===== src/rtl/proc_pkg.sv =====
// Shared definitions for the processor datapath: opcodes, controller state encoding, ALU selects.
package proc_pkg;

    localparam int INSTR_W   = 16;
    localparam int OP_W      = 4;
    localparam int D_ADDR_W  = 8;
    localparam int RF_ADDR_W = 4;
    localparam int ALU_SEL_W = 3;

    typedef enum logic [3:0] {
        OP_NOOP  = 4'b0000,
        OP_STORE = 4'b0001,
        OP_LOAD  = 4'b0010,
        OP_ADD   = 4'b0011,
        OP_SUB   = 4'b0100,
        OP_HALT  = 4'b0101
    } opcode_t;

    typedef enum logic [3:0] {
        S_INIT   = 4'd0,
        S_FETCH  = 4'd1,
        S_DECODE = 4'd2,
        S_NOOP   = 4'd3,
        S_LOAD_A = 4'd4,
        S_LOAD_B = 4'd5,
        S_STORE  = 4'd6,
        S_ADD    = 4'd7,
        S_SUB    = 4'd8,
        S_HALT   = 4'd9
    } state_t;

    localparam logic [ALU_SEL_W-1:0] ALU_PASS = 3'b000;
    localparam logic [ALU_SEL_W-1:0] ALU_ADD  = 3'b001;
    localparam logic [ALU_SEL_W-1:0] ALU_SUB  = 3'b010;

endpackage


===== src/rtl/control_unit.sv =====
// Moore controller sequencing fetch / decode / execute for the simple load-store datapath.
module control_unit
    import proc_pkg::*;
(
    input  logic                 Clk,
    input  logic                 Reset_N,
    input  logic [INSTR_W-1:0]   IR,
    output logic                 PC_Clr,
    output logic                 PC_Up,
    output logic                 IR_Ld,
    output logic [D_ADDR_W-1:0]  D_Addr,
    output logic                 D_Wr,
    output logic                 RF_s,
    output logic [RF_ADDR_W-1:0] RF_W_Addr,
    output logic                 RF_W_En,
    output logic [RF_ADDR_W-1:0] RF_Ra_Addr,
    output logic [RF_ADDR_W-1:0] RF_Rb_Addr,
    output logic [ALU_SEL_W-1:0] ALU_s0,
    output logic [3:0]           OutState
);

    state_t state_reg;
    state_t state_next;

    logic [OP_W-1:0]      op_field;
    logic [D_ADDR_W-1:0]  load_addr;
    logic [D_ADDR_W-1:0]  store_addr;
    logic [RF_ADDR_W-1:0] ra_field;
    logic [RF_ADDR_W-1:0] rb_field;
    logic [RF_ADDR_W-1:0] wa_field;

    assign op_field   = IR[INSTR_W-1 -: OP_W];
    assign load_addr  = IR[INSTR_W-OP_W-1 -: D_ADDR_W];
    assign store_addr = IR[D_ADDR_W-1:0];
    assign ra_field   = IR[INSTR_W-OP_W-1 -: RF_ADDR_W];
    assign rb_field   = IR[2*RF_ADDR_W-1 -: RF_ADDR_W];
    assign wa_field   = IR[RF_ADDR_W-1:0];

    always_ff @(posedge Clk or negedge Reset_N) begin
        if (!Reset_N) begin
            state_reg <= S_INIT;
        end else begin
            state_reg <= state_next;
        end
    end

    always_comb begin
        state_next = S_INIT;
        case (state_reg)
            S_INIT:   state_next = S_FETCH;
            S_FETCH:  state_next = S_DECODE;
            S_DECODE: begin
                // Unassigned opcodes fall through to NOOP.
                case (op_field)
                    OP_STORE: state_next = S_STORE;
                    OP_LOAD:  state_next = S_LOAD_A;
                    OP_ADD:   state_next = S_ADD;
                    OP_SUB:   state_next = S_SUB;
                    OP_HALT:  state_next = S_HALT;
                    default:  state_next = S_NOOP;
                endcase
            end
            S_LOAD_A: state_next = S_LOAD_B;
            S_NOOP,
            S_LOAD_B,
            S_STORE,
            S_ADD,
            S_SUB:    state_next = S_FETCH;
            S_HALT:   state_next = S_HALT;
            default:  state_next = S_INIT;
        endcase
    end

    always_comb begin
        PC_Clr     = 1'b0;
        PC_Up      = 1'b0;
        IR_Ld      = 1'b0;
        D_Addr     = '0;
        D_Wr       = 1'b0;
        RF_s       = 1'b0;
        RF_W_Addr  = '0;
        RF_W_En    = 1'b0;
        RF_Ra_Addr = '0;
        RF_Rb_Addr = '0;
        ALU_s0     = ALU_PASS;
        case (state_reg)
            S_INIT: PC_Clr = 1'b1;
            S_FETCH: begin
                IR_Ld = 1'b1;
                PC_Up = 1'b1;
            end
            // RAM read is synchronous: address in LOAD_A, data written back in LOAD_B.
            S_LOAD_A: begin
                D_Addr = load_addr;
                RF_s   = 1'b1;
            end
            S_LOAD_B: begin
                D_Addr    = load_addr;
                RF_s      = 1'b1;
                RF_W_Addr = wa_field;
                RF_W_En   = 1'b1;
            end
            S_STORE: begin
                D_Addr     = store_addr;
                D_Wr       = 1'b1;
                RF_Ra_Addr = ra_field;
            end
            S_ADD: begin
                RF_Ra_Addr = ra_field;
                RF_Rb_Addr = rb_field;
                RF_W_Addr  = wa_field;
                RF_W_En    = 1'b1;
                ALU_s0     = ALU_ADD;
            end
            S_SUB: begin
                RF_Ra_Addr = ra_field;
                RF_Rb_Addr = rb_field;
                RF_W_Addr  = wa_field;
                RF_W_En    = 1'b1;
                ALU_s0     = ALU_SUB;
            end
            default: ;
        endcase
    end

    assign OutState = state_reg;

endmodule


===== config.mk =====
export PLATFORM = sky130hd
export DESIGN_NAME = control_unit
export DESIGN_NICKNAME = d
export VERILOG_FILES = /design/src/rtl/proc_pkg.sv /design/src/rtl/control_unit.sv
export SDC_FILE = /design/constraint.sdc
export NUM_CORES = 1
export LEC_CHECK = 0
export BUFFER_PORTS_ARGS = -buffer_cell sky130_fd_sc_hd__buf_4
export CORE_MARGIN = 3
export CORE_UTILIZATION = 34
export DETAILED_ROUTE_END_ITERATION = 12
export PLACE_DENSITY_LB_ADDON = 0.12
export SKIP_CTS_REPAIR_TIMING = 1
export SYNTH_ARGS = -nofsm -noshare
export SYNTH_HDL_FRONTEND = slang
export SYNTH_SLANG_ARGS = --single-unit
export TNS_END_PERCENT = 10

===== constraint.sdc =====
create_clock -name Clk -period 1.6 [get_ports Clk]
set_input_delay 0.32 -clock Clk [delete_from_list [all_inputs] [get_ports Clk]]
set_output_delay 0.32 -clock Clk [all_outputs]
set_load 0.05 [all_outputs]

==> impl_metrics.env, run 1 <==
export IMPL_status="complete, but fails checks"
export IMPL_violations="negative setup slack"
export IMPL_cts_max_level=1
export IMPL_peakVddDrop_uv=1490
export IMPL_fp_dieArea_um2=1990
export IMPL_postSynth_asyncResetShare_pct=100
export IMPL_antenna_found_initial=0
export IMPL_whs_ns=0.417
export IMPL_cts_tree="done"
export IMPL_die_w_um=44.6
export IMPL_yosysWarnings=0
export IMPL_ys_dominant_reg_cell="dfrtp_1"
export IMPL_grt_max_degree=13
export IMPL_fin_tns_setup_ns=-8.79
export IMPL_vias=796
export IMPL_clock_root_buffer="clkbuf_4"
export IMPL_n_antenna_cell=0
export IMPL_grt_ovfl_total=0
export IMPL_post_route_drc_count=0
export IMPL_largest_reg_flops=4
export IMPL_synth_top_area_share_pct=19.8
export IMPL_core_area_um2=1350
export IMPL_arrival_ns=1.69
export IMPL_synth_fa_ha_area_share_pct=0
export IMPL_hpwl_um=1590
export IMPL_yosys_register_bits=4
export IMPL_placed_cells=129
export IMPL_fin_cells=134
export IMPL_worst_setup_path_type="flop to primary output"
export IMPL_r2r_start="OutState[2]"
export IMPL_cts_buffers_inserted=3
export IMPL_synth_top_family_by_area="simple AND/OR/NAND/NOR gates"
export IMPL_synthToLayoutAreaGrowth_pct=152
export IMPL_io_buffers=49
export IMPL_synthTopCellsByCount="12 x and2_1, 8 x a22o_1, 4 x buf_2, 4 x dfrtp_1, 4 x o21ai_0"
export IMPL_clk_path_buf_depth=2
export IMPL_io_pins=51
export IMPL_initial_core_util_pct=37.4
export IMPL_synth_area_top_cells="dfrtp_1 20%, and2_1 15%, a22o_1 14%, nand3b_1 4.5%, buf_2 4.0%"
export IMPL_die_h_um=44.6
export IMPL_cts_sinks=4
export IMPL_fin_util_pct=94.5
export IMPL_dpl_worst_slack_ns=-0.176
export IMPL_cp_start_kind="flop"
export IMPL_via_per_inst=5.94
export IMPL_rsz0062_at_grt="true"
export IMPL_setup_ws_ns=-0.414
export IMPL_cp_end_kind="primary output"
export IMPL_power_total_mw=1.52
export IMPL_synthesis_area_um2=505
export IMPL_muxShareOfSynthArea_pct=0
export IMPL_postLayoutCellArea_um2=1280
export IMPL_yosys_area_share_simple_pct=44.3
export IMPL_post_route_period_util_pct=126
export IMPL_clk_latency_ns=0.24
export IMPL_place_area_um2=1070
export IMPL_seq_area_frac_synth_pct=19.8
export IMPL_yosysMostFrequentCell="and2_1"
export IMPL_synthesis_instances=64
export IMPL_synth_edf_count=0
export IMPL_synth_xor_area_share_pct=1.73
export IMPL_initialDrtViolationCount=40
export IMPL_path_clk_slew_ns=0.04
export IMPL_grtUsageTotal_pct=20.4
export IMPL_cap_violations=0
export IMPL_routabilityCongestion=0.719
export IMPL_avgRoutedWirePerCell_um=23.1
export IMPL_hp_class="input port to async pin"
export IMPL_crit_fanout=4
export IMPL_drv_slew=0
export IMPL_finalClockSkew_ns=0.00665
export IMPL_drtPass1Iterations=4
export IMPL_rrSetupSlack_ns=0.25
export IMPL_power_density_nw_per_um2=1190
export IMPL_synth_avg_cell_area_um2=7.90
export IMPL_fin_crit_ns=2.01
export IMPL_grt_pass1_vias=651
export IMPL_layout_drive_gt1_share_pct=79.0
export IMPL_synth_compound_area_share_pct=25.0
export IMPL_rows=13
export IMPL_grt_pass1_wl_um=2940
export IMPL_power_leakage_nw=0.629
export IMPL_hold_violations=0
export IMPL_yosys_area_top_type="dfrtp_1"
export IMPL_setup_viol=27
export IMPL_critPathLaunch="OutState[2]"
export IMPL_fin_nets=139
export IMPL_fmax_mhz=497
export IMPL_ys_types=27
export IMPL_cp_required_ns=1.28
export IMPL_ant_nets=0
export IMPL_syn_nets=82
export IMPL_wl_um=3100
## worst paths after layout
check	end	cells past startpoint
worst max-delay path	RF_Rb_Addr[2]	4
worst min-delay path	OutState[0]	2
worst max register to register	OutState[0]	4
worst min register to register	OutState[3]	2
max in group asynchronous	OutState[1]	2
min in group Clk	OutState[3]	3
## critical path, stage by stage, from the launching register on
cell and delay (ns):
dfrtp_2 0.41, or4b_4 0.62, nand2b_4 0.13, and2_4 0.16, buf_8 0.14
## area by class of cell
| cell class | count | area, µm² |
|---|---|---|
| repair buffers | 58 | 598 |
| multi-input cells | 52 | 524 |
| flip-flops and latches | 4 | 105 |
| fillers | 38 | 73.8 |
| clock buffers | 3 | 22.5 |
| well taps | 15 | 18.8 |
| inverters | 2 | 7.51 |
## cells in the final DEF (no fill, tap or decap)
cell	count
buf_4	31
and2_4	12
buf_6	12
buf_8	12
a22o_4	8
dfrtp_2	4
o21ai_0	4
nand3b_1	3
nor2_1	3
clkbuf_4	3
nor2_4	2
nand2_4	2
inv_1	2
o211ai_1	2
buf_12	2
nand2b_1	1
and4b_2	1
or4b_4	1
nand2b_4	1
nor4_4	1
nor4b_4	1
nor2b_1	1
nand4b_1	1
a21oi_1	1
or3b_2	1
a221oi_1	1
a21boi_0	1
xor2_1	1
nor4b_1	1
and3b_1	1
conb_1	1
dlygate4sd3_1	1
## cells by family (layout without fill, tap and decap cells)
group | count (synthesis) | after routing
AND/OR/NAND/NOR | 33 | 33
AO/OA/AOI/OAI | 17 | 17
buffers and inverters | 8 | 63
other | 1 | 1
flip-flops | 4 | 4
XOR/XNOR | 1 | 1
## report_power, final
part | total [mW] | switching (mW) | internal (mW)
combinational | 1.22 | 0.750 | 0.468
clock | 0.132 | 0.0473 | 0.0843
sequential | 0.170 | 0.0300 | 0.140
total | 1.52 | 0.827 | 0.693
## metal layers
metal	wire [µm]	up-vias	global-route usage, %
li1	-	339	-
met1	1050	380	21.0
met2	1650	62	36.1
met3	274	15	5.28
met4	133	0	12.7
met5	0	-	0
Power figures use the tool's default switching activity.
==> inputs of run 2 (changes only) <==
--- a/config.mk
+++ b/config.mk
@@ -7,4 +7,5 @@
 export LEC_CHECK = 0
 export BUFFER_PORTS_ARGS = -buffer_cell sky130_fd_sc_hd__buf_4
+export CAP_MARGIN = 20
 export CORE_MARGIN = 3
 export CORE_UTILIZATION = 34
==> constraint.sdc (replaced) <==
create_clock -name Clk -period 1.6 [get_ports Clk]
set_input_delay 0.08 -clock Clk [delete_from_list [all_inputs] [get_ports Clk]]
set_output_delay 0.08 -clock Clk [all_outputs]
set_load 0.05 [all_outputs]
==> run 2 against run 1 <==
The flow still finishes with violations (negative setup slack). Sequential cell count unchanged. Register-to-register slack worse by 0.03 ns. First-iteration DRC count down 50%. Die area unchanged. Maximum frequency up 11%. Sequential power down 6%. Hold slack worse by 0.22 ns. Total power down 8.5%. Setup slack better by 0.20 ns. Utilization down 5.0 points. Combinational power down 9.8%. Critical path type unchanged.
==> impl_metrics.env, run 2 (synthesis gave the netlist of run 1 again) <==
export IMPL_n_antenna_cell=0
export IMPL_cpMaxStageDelayCell="or4b_4"
export IMPL_grtUsageTotal_pct=19.3
export IMPL_cts_tree="done"
export IMPL_fin_crit_ns=1.82
export IMPL_worst_setup_path_type="flop to primary output"
export IMPL_synthToLayoutAreaGrowth_pct=139
export IMPL_vias=735
export IMPL_layout_drive_gt1_share_pct=77.8
export IMPL_routabilityCongestion=0.791
export IMPL_rows=13
export IMPL_worst_path_largest_cell_delay_ns=0.61
export IMPL_io_pins=51
export IMPL_power_density_nw_per_um2=1150
export IMPL_fill_cells=57
export IMPL_arrival_ns=1.74
export IMPL_path_clk_slew_ns=0.05
export IMPL_violations="negative setup slack"
export IMPL_crit_chain="or4b_4 > nand2_4 > and2_1 > buf_6"
export IMPL_initialDrtViolationCount=20
export IMPL_clock_root_buffer="clkbuf_4"
export IMPL_grt_ovfl_total=0
export IMPL_avgRoutedWirePerCell_um=20.3
export IMPL_largest_reg_flops=4
export IMPL_hpwl_um=1510
export IMPL_drtPass1Iterations=4
export IMPL_clk_path_buf_depth=2
export IMPL_hold_violations=0
export IMPL_via_per_inst=5.57
export IMPL_setup_viol=23
export IMPL_post_route_period_util_pct=113
export IMPL_drv_slew=0
export IMPL_die_w_um=44.6
export IMPL_grt_max_degree=13
export IMPL_cp_required_ns=1.52
export IMPL_die_h_um=44.6
export IMPL_whs_ns=0.195
export IMPL_post_route_drc_count=0
export IMPL_cts_sinks=4
export IMPL_status="complete, but fails checks"
export IMPL_fin_nets=137
export IMPL_initial_core_util_pct=37.4
export IMPL_reg2regPathDepth=4
export IMPL_final_common_cell="buf_4"
export IMPL_io_buffers=49
export IMPL_multi_input_area_um2=513
export IMPL_regArea_um2=105
export IMPL_ant_nets=0
export IMPL_dpl_worst_slack_ns=0.0689
export IMPL_grt_pass1_vias=666
export IMPL_antenna_found_initial=0
export IMPL_rsz0062_at_grt="true"
export IMPL_finalClockSkew_ns=0.0128
export IMPL_final_cell_mix="39 x buf_4, 11 x and2_4, 11 x buf_8"
export IMPL_peakVddDrop_uv=1740
export IMPL_fp_dieArea_um2=1990
export IMPL_cap_violations=0
export IMPL_crit_fanout=4
export IMPL_core_area_um2=1350
export IMPL_cts_max_level=1
export IMPL_cts_buffers_inserted=3
export IMPL_cp_end_kind="primary output"
export IMPL_hp_class="input port to async pin"
export IMPL_grt_pass1_wl_um=2900
export IMPL_wl_um=2690
export IMPL_power_leakage_nw=0.606
export IMPL_fmax_mhz=551
export IMPL_cp_start_kind="flop"
export IMPL_setup_ws_ns=-0.215
export IMPL_clk_latency_ns=0.24
[run 2: changes by cell type in the layout (fill, tap and decap cells not counted), sizes merged]
cell / before / now
buf: 57 / 55
[run 2: layout make-up]
| type | instances | area share [%] |
|---|---|---|
| clock buffer | 3 | 1.86 |
| inverter | 2 | 0.621 |
| multi-input combinational | 52 | 42.4 |
| sequential | 4 | 8.70 |
| tap | 15 | 1.55 |
| timing repair buffer | 56 | 44.8 |
[run 2: critical path, delay by kind of cell (launching register included)]
family | cells | cell delay [ns]
buffers and inverters | 1 | 0.18
flip-flops | 1 | 0.40
AND/OR/NAND/NOR | 3 | 0.91
[run 2: metal layers]
layer | vias up | global-route usage [%] | share of wire, %
met5 | - | 0 | 0
met4 | 0 | 9.04 | 2.2
met3 | 8 | 2.44 | 3.9
met2 | 34 | 35.0 | 56
met1 | 357 | 21.9 | 37
li1 | 336 | - | -
[run 2: stage by stage]
stage / instance area (µm²) / power [mW] / TNS [ns] / instances / util [%]
after detailed placement: 1010 / 1.16 / 0 / 126 / 74.8
final: 1210 / 1.39 / -3.17 / 132 / 89.5
after global placement: 1010 / 1.15 / 0 / 126 / 74.8
after floorplan: 649 / 0.941 / -3.49 / 64 / -
after global routing: 1210 / 1.47 / -4.22 / 132 / 89.5
after CTS: 1030 / 1.29 / -2.74 / 129 / 76.5
[run 2: worst paths after layout]
kind	from	endpoint	slack, ns
worst max-delay path	OutState[2]	RF_Ra_Addr[3]	-0.22
max in group asynchronous	Reset_N	OutState[0]	1.28
min in group Clk	IR[14]	OutState[3]	0.20
worst min register to register	OutState[0]	OutState[1]	0.67
worst max register to register	OutState[2]	OutState[0]	0.22
worst min-delay path	Reset_N	OutState[2]	0.20
[run 2: power breakdown]
part | total [mW] | internal [mW] | switching [mW]
clock | 0.133 | 0.0844 | 0.0484
sequential | 0.159 | 0.139 | 0.0196
combinational | 1.10 | 0.397 | 0.702
==> inputs of run 3 (changes only) <==
CELL_PAD_IN_SITES_DETAIL_PLACEMENT = 1   (was default)
CELL_PAD_IN_SITES_GLOBAL_PLACEMENT = 2   (was default)
CORE_ASPECT_RATIO = 2   (was default)
CORE_UTILIZATION = 16   (was 34)
==> run 3 against run 2 <==
The run still ends with negative setup slack left. Final area is 9.8% higher. Sequential share of layout area down 0.78 points. Register-to-register slack barely moved. Via count increased by 0.54%. First-iteration DRC count is 50% lower. Sequential power hardly changed. Critical path type unchanged. Critical endpoint is now RF_Rb_Addr[0]. Largest power group unchanged.
==> impl_metrics.env, run 3 (synthesis gave the netlist of run 1 again) <==
export IMPL_grtUsageTotal_pct=13.4
export IMPL_cts_tree="done"
export IMPL_via_per_inst=4.86
export IMPL_grt_pass1_vias=762
export IMPL_grt_ovfl_total=0
export IMPL_fin_crit_ns=1.70
export IMPL_met3_usage_pct=1.89
export IMPL_final_cell_mix="34 x buf_4, 12 x and2_4, 12 x buf_6, 12 x buf_8, 8 x a22o_4"
export IMPL_initialDrtViolationCount=10
export IMPL_post_route_period_util_pct=106
export IMPL_hpwl_um=2040
export IMPL_cp_required_ns=1.52
export IMPL_antenna_found_initial=0
export IMPL_grtUsageMet2_pct=25.7
export IMPL_place_area_um2=1050
export IMPL_fp_dieArea_um2=3910
export IMPL_hold_violations=0
export IMPL_whs_ns=0.197
export IMPL_swShare_pct=50.5
export IMPL_cp_start_kind="flop"
export IMPL_power_leakage_nw=0.650
export IMPL_clk_path_buf_depth=2
export IMPL_violations="negative setup slack"
export IMPL_largest_reg_flops=4
export IMPL_dpl_worst_slack_ns=0.0754
export IMPL_crit_fanout=4
export IMPL_drtPass1Iterations=3
export IMPL_setup_ws_ns=-0.0988
export IMPL_gr_max_usage_layer="met2"
export IMPL_cap_violations=0
export IMPL_layout_drive_gt1_share_pct=79.5
export IMPL_avgRoutedWirePerCell_um=16.1
export IMPL_cts_buffers_inserted=3
export IMPL_io_pins=51
export IMPL_cp_end_kind="primary output"
export IMPL_final_common_cell="buf_4"
export IMPL_postLayoutCellArea_um2=1330
export IMPL_grt_pass1_wl_um=3680
export IMPL_switchingPower_mw=0.778
export IMPL_fmax_mhz=589
export IMPL_cts_sinks=4
export IMPL_fin_util_pct=44.6
export IMPL_worst_setup_path_type="flop to primary output"
export IMPL_post_route_drc_count=0
export IMPL_fill_cells=320
export IMPL_p_int_mw=0.761
export IMPL_cts_max_level=1
export IMPL_peakVddDrop_uv=829
export IMPL_clock_root_buffer="clkbuf_8"
export IMPL_power_clock_fraction_pct=14.4
export IMPL_ant_nets=0
export IMPL_power_density_nw_per_um2=1160
export IMPL_die_h_um=85.5
export IMPL_setup_viol=21
export IMPL_fin_tns_setup_ns=-1.35
export IMPL_drv_slew=0
export IMPL_vias=739
export IMPL_routabilityCongestion=0.705
export IMPL_hp_class="input port to async pin"
export IMPL_power_frac_comb_pct=75.1
export IMPL_clk_latency_ns=0.23
export IMPL_grt_max_degree=13
export IMPL_power_frac_seq_pct=10.5
export IMPL_grt_use_met1_pct=11.1
export IMPL_die_w_um=45.7
export IMPL_io_buffers=49
export IMPL_arrival_ns=1.62
export IMPL_status="complete, but fails checks"
export IMPL_wl_um=2440
export IMPL_synthToLayoutAreaGrowth_pct=163
export IMPL_n_antenna_cell=0
export IMPL_initial_core_util_pct=17.0
export IMPL_core_area_um2=2980
export IMPL_rsz0062_at_grt="true"
export IMPL_finalClockSkew_ns=0.00281
export IMPL_rows=28
export IMPL_path_clk_slew_ns=0.03
export IMPL_fin_nets=142
[run 3: critical path, cell delays in order, from the launching register on]
cell and delay (ns):
dfrtp_2 0.39, or4b_4 0.61, nand2b_4 0.12, and2_4 0.15, buf_8 0.14
[run 3: metal layers]
metal  wire length, µm  up-vias  part of all wire [%]
met1               626      352                    26
met4                74        0                   3.0
li1                  -      346                     -
met5                 0        -                     0
met2              1530       37                    63
met3               208        4                   8.5
[run 3: power by group through the flow]
stage	logic [mW]	clock network (mW)	registers (mW)
2_1_floorplan	0.664	0	0.277
3_3_place_gp	1.04	0	0.159
3_5_place_dp	1.05	0	0.161
4_1_cts	1.06	0.223	0.160
5_1_grt	1.23	0.235	0.166
6_report	1.16	0.221	0.162
[run 3: worst paths after layout]
check / startpoint / endpoint / slack (ns) / depth (start not counted)
worst max-delay path: OutState[2] / RF_Rb_Addr[0] / -0.1 / 4
worst min-delay path: Reset_N / OutState[3] / 0.20 / 2
worst max register to register: OutState[2] / OutState[0] / 0.22 / 4
worst min register to register: OutState[1] / OutState[1] / 0.65 / 2
max in group asynchronous: Reset_N / OutState[2] / 1.29 / 2
min in group Clk: IR[14] / OutState[2] / 0.23 / 4
[run 3: cell type report]
cell class              instances  area [µm²]  area share [%]
clock buffers                   3        41.3            3.11
well taps                      30        37.5            2.83
repair buffers                 61         621            46.7
flip-flops and latches          4         105            7.92
inverters                       2        7.51           0.566
multi-input cells              52         515            38.8
[run 3: through the flow]
stage	power, mW	instances
6_report	1.54	152
2_1_floorplan	0.941	64
3_3_place_gp	1.20	144
5_1_grt	1.63	152
4_1_cts	1.44	147
3_5_place_dp	1.21	144
